$ cat config.mk
export PLATFORM = sky130hd
export DESIGN_NAME = regfile_sb
export DESIGN_NICKNAME = d
export VERILOG_FILES = /design/src/rtl/regfile_sb.sv
export SDC_FILE = /design/constraint.sdc
export NUM_CORES = 1
export LEC_CHECK = 0
export CAP_MARGIN = 20
export CORE_AREA = 3 3 113 115
export CTS_CLUSTER_DIAMETER = 100
export DETAILED_ROUTE_END_ITERATION = 8
export DIE_AREA = 0 0 116 118
export GPL_TIMING_DRIVEN = 0
export PLACE_DENSITY_LB_ADDON = 0.15
export SLEW_MARGIN = 20
export SYNTH_ARGS = -nofsm -noshare
export SYNTH_HDL_FRONTEND = slang
export SYNTH_SLANG_ARGS = --single-unit
$ cat constraint.sdc
create_clock -name clk -period 2.85 [get_ports clk]
set_input_delay 0.57 -clock clk [delete_from_list [all_inputs] [get_ports clk]]
set_output_delay 0.57 -clock clk [all_outputs]
set_load 0.01 [all_outputs]
$ cat src/rtl/regfile_sb.sv
// Small register file with a write-back scoreboard: READ_AB reserves its destination
// until an external write-back returns, and later instructions stall on reserved registers.
module regfile_sb #(
    parameter int DATASIZE = 8,
    parameter int NREGS    = 4,
    parameter int ADDRW    = 2
) (
    input  logic                clk,
    input  logic                rst,
    input  logic                en,
    input  logic                instr_valid,
    output logic                instr_ready,
    input  logic [2:0]          op,
    input  logic [ADDRW-1:0]    sel_a,
    input  logic [ADDRW-1:0]    sel_b,
    input  logic [ADDRW-1:0]    sel_d,
    input  logic [DATASIZE-1:0] imm,
    input  logic                wb_valid,
    input  logic [ADDRW-1:0]    wb_addr,
    input  logic [DATASIZE-1:0] wb_data,
    output logic [DATASIZE-1:0] out_a,
    output logic [DATASIZE-1:0] out_b,
    output logic                out_valid,
    output logic [NREGS-1:0]    pending
);

    localparam logic [2:0] OP_READ_AB   = 3'd0;
    localparam logic [2:0] OP_LOAD      = 3'd1;
    localparam logic [2:0] OP_MOVE      = 3'd2;
    localparam logic [2:0] OP_CLEAR     = 3'd3;
    localparam logic [2:0] OP_CLEAR_ALL = 3'd4;

    function automatic logic [NREGS-1:0] onehot(input logic [ADDRW-1:0] addr);
        logic [NREGS-1:0] m;
        m       = '0;
        m[addr] = 1'b1;
        return m;
    endfunction

    logic [DATASIZE-1:0] regs_q [NREGS];
    logic [DATASIZE-1:0] regs_d [NREGS];
    logic [NREGS-1:0]    pending_q, pending_d;
    logic [DATASIZE-1:0] out_a_q, out_a_d;
    logic [DATASIZE-1:0] out_b_q, out_b_d;
    logic                out_valid_q, out_valid_d;

    logic [NREGS-1:0]    wb_mask;
    logic [NREGS-1:0]    busy;
    logic [NREGS-1:0]    use_mask;
    logic                fire;
    logic [DATASIZE-1:0] rd_a, rd_b;

    // A write-back landing this cycle releases its register for the instruction too.
    assign wb_mask = wb_valid ? onehot(wb_addr) : '0;
    assign busy    = pending_q & ~wb_mask;

    always_comb begin
        use_mask = '0;
        case (op)
            OP_READ_AB:         use_mask = onehot(sel_a) | onehot(sel_b) | onehot(sel_d);
            OP_LOAD, OP_CLEAR:  use_mask = onehot(sel_d);
            OP_MOVE:            use_mask = onehot(sel_a) | onehot(sel_d);
            OP_CLEAR_ALL:       use_mask = '1;
            default:            use_mask = '0;
        endcase
    end

    assign instr_ready = en && ((use_mask & busy) == '0);
    assign fire        = instr_valid && instr_ready;

    assign rd_a = (wb_valid && (wb_addr == sel_a)) ? wb_data : regs_q[sel_a];
    assign rd_b = (wb_valid && (wb_addr == sel_b)) ? wb_data : regs_q[sel_b];

    // Write-back is applied first so that a same-cycle instruction write overrides it.
    always_comb begin
        regs_d      = regs_q;
        pending_d   = pending_q & ~wb_mask;
        out_a_d     = out_a_q;
        out_b_d     = out_b_q;
        out_valid_d = 1'b0;
        if (wb_valid) begin
            regs_d[wb_addr] = wb_data;
        end
        if (fire) begin
            case (op)
                OP_READ_AB: begin
                    out_a_d          = rd_a;
                    out_b_d          = rd_b;
                    out_valid_d      = 1'b1;
                    pending_d[sel_d] = 1'b1;
                end
                OP_LOAD:  regs_d[sel_d] = imm;
                OP_MOVE:  regs_d[sel_d] = rd_a;
                OP_CLEAR: regs_d[sel_d] = '0;
                OP_CLEAR_ALL: begin
                    for (int i = 0; i < NREGS; i++) begin
                        regs_d[i] = '0;
                    end
                    pending_d = '0;
                end
                default: ;
            endcase
        end
    end

    always_ff @(posedge clk) begin
        if (rst) begin
            for (int i = 0; i < NREGS; i++) begin
                regs_q[i] <= '0;
            end
            pending_q   <= '0;
            out_a_q     <= '0;
            out_b_q     <= '0;
            out_valid_q <= 1'b0;
        end else begin
            regs_q      <= regs_d;
            pending_q   <= pending_d;
            out_a_q     <= out_a_d;
            out_b_q     <= out_b_d;
            out_valid_q <= out_valid_d;
        end
    end

    assign out_a     = out_a_q;
    assign out_b     = out_b_q;
    assign out_valid = out_valid_q;
    assign pending   = pending_q;

endmodule

==> results by group <==
Outcome
  • Outcome: complete, no violations

CTS
  • Clock Latency Late Sink: 0.30 ns
  • Total CTS buffers: 5
  • H-tree levels: 2
  • Clock Tree Buf Depth: 2
  • CTS Root Cell: clkbuf_16
  • Sink Count: 53
  • Cts hold-fix bufs: 0
  • Clk slew on worst S/H paths: 0.07 ns
  • CTS tree: done

Power and ir drop
  • LEAKAGE: 1.90 nW
  • Maximum vdd drop: 0.187 mV
  • P per Cell Area: 372 nW/um^2

Routing
  • # DRC: 0
  • DR WL/cell: 20.9 um
  • Drt initial violations: 316
  • Via count: 4,259
  • Router iterations before antenna repair: 5
  • Drt total wl: 14,300 um
  • Routed Antenna Nets: 0
  • DR vias/cell: 6.21

Yosys
  • Largest family of logic cells by synthesized area: simple AND/OR/NAND/NOR gates
  • Synth Area in XOR/XNOR: 0.847%
  • Syn Area/Cell: 8.58 sq um
  • Synth warn: 0
  • Ys flop type: dfxtp_1
  • Seq cells post-synth: 53
  • Unique masters post-synth: 49
  • EDFF count, synth: 0
  • Compound-gate portion of the synthesized area: 18.2%
  • Mapped Nets: 514
  • Synth Instances: 482
  • Ys async rst share: 0%
  • Mux share of post-synthesis cell area: 21.8%
  • Post-synthesis simple-gate area fraction: 26.6%
  • Adder-Cell Fraction of Synth Area: 0%
  • Cell area after synthesis: 4140 sq um
  • Seq/Total Area, Yosys: 25.7%

Flow run
  • Max-Cap Viols: 0

Cells and area
  • Share of cells above drive strength 1: 18.7%
  • # diodes: 0
  • Fin area: 5110 sq um
  • Layout Area Growth over Synthesis: 23.5%
  • Final net count: 570

Place
  • Total placed instance area: 4810 sq um
  • PortBufs: 48
  • Hpwl dp: 10,800 um
  • Gpl congestion: 0.923

STA
  • Fmax: 0.363 GHz
  • Least-Margin Pin Slew: 0.961 ns
  • Final period utilization: 96.8%
  • Final setup fails: 0
  • RSZ-0062 raised after global routing: no
  • Tmin final: 2.76 ns
  • Hold WS: 0.465 ns
  • Skew final: 0.00774 ns
  • Rel. slew slack: 35.4%
  • Hold Vio Cnt, Final: 0
  • Slew Limit Fails: 0

Die
  • Initial Utilization: 34.7%
  • DIE HEIGHT: 118 um
  • Row count: 40
  • Die W: 116 um
  • Ports: 54
  • Die area: 13,700 sq um
  • Core area: 11,900 sq um

GRT
  • GRT overflow: 0
  • First-pass GRT wire length: 22,300 um
  • Total Routing Usage GR: 20.6%
  • Initial antenna violation count: 0
  • Vias in the first global route: 4,102
  • Largest net degree at the start of global routing: 17

Setup path
  • CP endpoint kind: output port
  • CP Class: in2out
  • Crit path max fanout: 10
  • Worst Path Required: 2.28 ns
  • Startpoint Class: input pin
  • CP arrival: 2.19 ns

Worst hold path
  • Hold Crit Class: reg2reg
cell usage after synthesis, types with 11 or more instances:
cell      count  area [sq um]
nand4_1      80           500
nor2_1       67           251
dfxtp_1      53          1060
mux2i_1      35           350
clkbuf_1     30           113
o211ai_1     23           173
a21oi_1      17          85.1
mux4_2       17           383
o31ai_1      16           120
mux2_2       15           169
buf_2        12          60.1
nand2_1      11          41.3
power breakdown:
part           switching, W  internal, W
clock              0.000306     0.000440
combinational      0.000219     0.000157
sequential        0.0000191     0.000760
layout by cell type (no fill, tap or decap), types with 7 or more instances in the layout:
master	n
a21oi_1	17
a311oi_2	7
and2_1	9
buf_2	8
buf_4	7
buf_6	8
clkbuf_1	26
clkdlybuf4s50_1	41
dfxtp_1	53
mux2_2	15
mux2i_1	35
mux4_2	17
nand2_1	11
nand3_1	10
nand4_1	80
nor2_1	66
o211ai_1	23
o211ai_2	8
o311a_1	7
o31ai_1	16
stage by stage:
step / TNS (ns) / instances / util, % / setup slack, ns / total power, W
after floorplan: 0 / 482 / - / 0.0248 / 0.00102
after global placement: -26.56 / 677 / 40.3 / -0.921 / 0.00115
after detailed placement: -22.29 / 678 / 40.4 / -0.964 / 0.00116
after CTS: -3.15 / 686 / 42.3 / -0.163 / 0.00191
after global routing: 0 / 686 / 42.9 / 0.00135 / 0.00197
final: 0 / 686 / 42.9 / 0.0924 / 0.00190
state kept, by name (all words and copies together) (netlist names):
name / cells
pending: 4
out_valid: 1
out_a: 8
out_b: 8
regs_q: 32
per-layer routing:
| metal | vias to the layer above | share of wire (%) | GRT usage [%] |
|---|---|---|---|
| met5 | - | 0 | 0 |
| met4 | 0 | 2.1 | 6.67 |
| met3 | 26 | 6.0 | 3.29 |
| met2 | 163 | 47 | 33.1 |
| met1 | 2069 | 44 | 27.9 |
| li1 | 2001 | - | - |
cell type report:
cell class / instances / area [sq um]
clock inverters: 2 / 37.5
inverters: 3 / 11.3
plain buffers: 53 / 300
multi-input cells: 372 / 2880
fillers: 1225 / 6800
repair buffers: 50 / 494
clock buffers: 6 / 139
well taps: 147 / 184
flip-flops and latches: 53 / 1060
path summary, 6_finish.rpt:
check	end	cells after the start	slack, ns	start
setup / recovery	instr_ready	10	0.09	wb_addr[0]
hold / removal	out_b[3]$_SDFFE_PP0P_	2	0.46	out_b[3]$_SDFFE_PP0P_
setup reg to reg	regs_q[18]$_SDFF_PP0_	7	0.43	pending[0]$_SDFF_PP0_
hold reg to reg	out_b[3]$_SDFFE_PP0P_	2	0.46	out_b[3]$_SDFFE_PP0P_
repair_timing:
item                                    CTS  global route
endpoints found under the setup margin   33            39
resized for setup                        21            25
buffers inserted                          1             0
cloned                                    0             0
pin swaps                                 1             1
worst max-delay path, cell delays in order:
cell and delay (ns):
buf_4 0.16, or3b_4 0.39, buf_6 0.17, nand2_2 0.08, o31ai_2 0.08, o21ai_4 0.14, buf_4 0.19, nand2_1 0.10
nor3_2 0.17, clkbuf_2 0.15
kinds of logic (layout without fill, tap and decap cells):
logic type                count (synthesis)  in the layout
and+or+nand+nor                         206            206
AOI/OAI and AO/OA                        95             95
muxes                                    67             67
buffers and inverters                    57            114
DFF                                      53             53
xor gates and xnor gates                  4              4
Note: power is estimated with default switching activity, not from simulation.
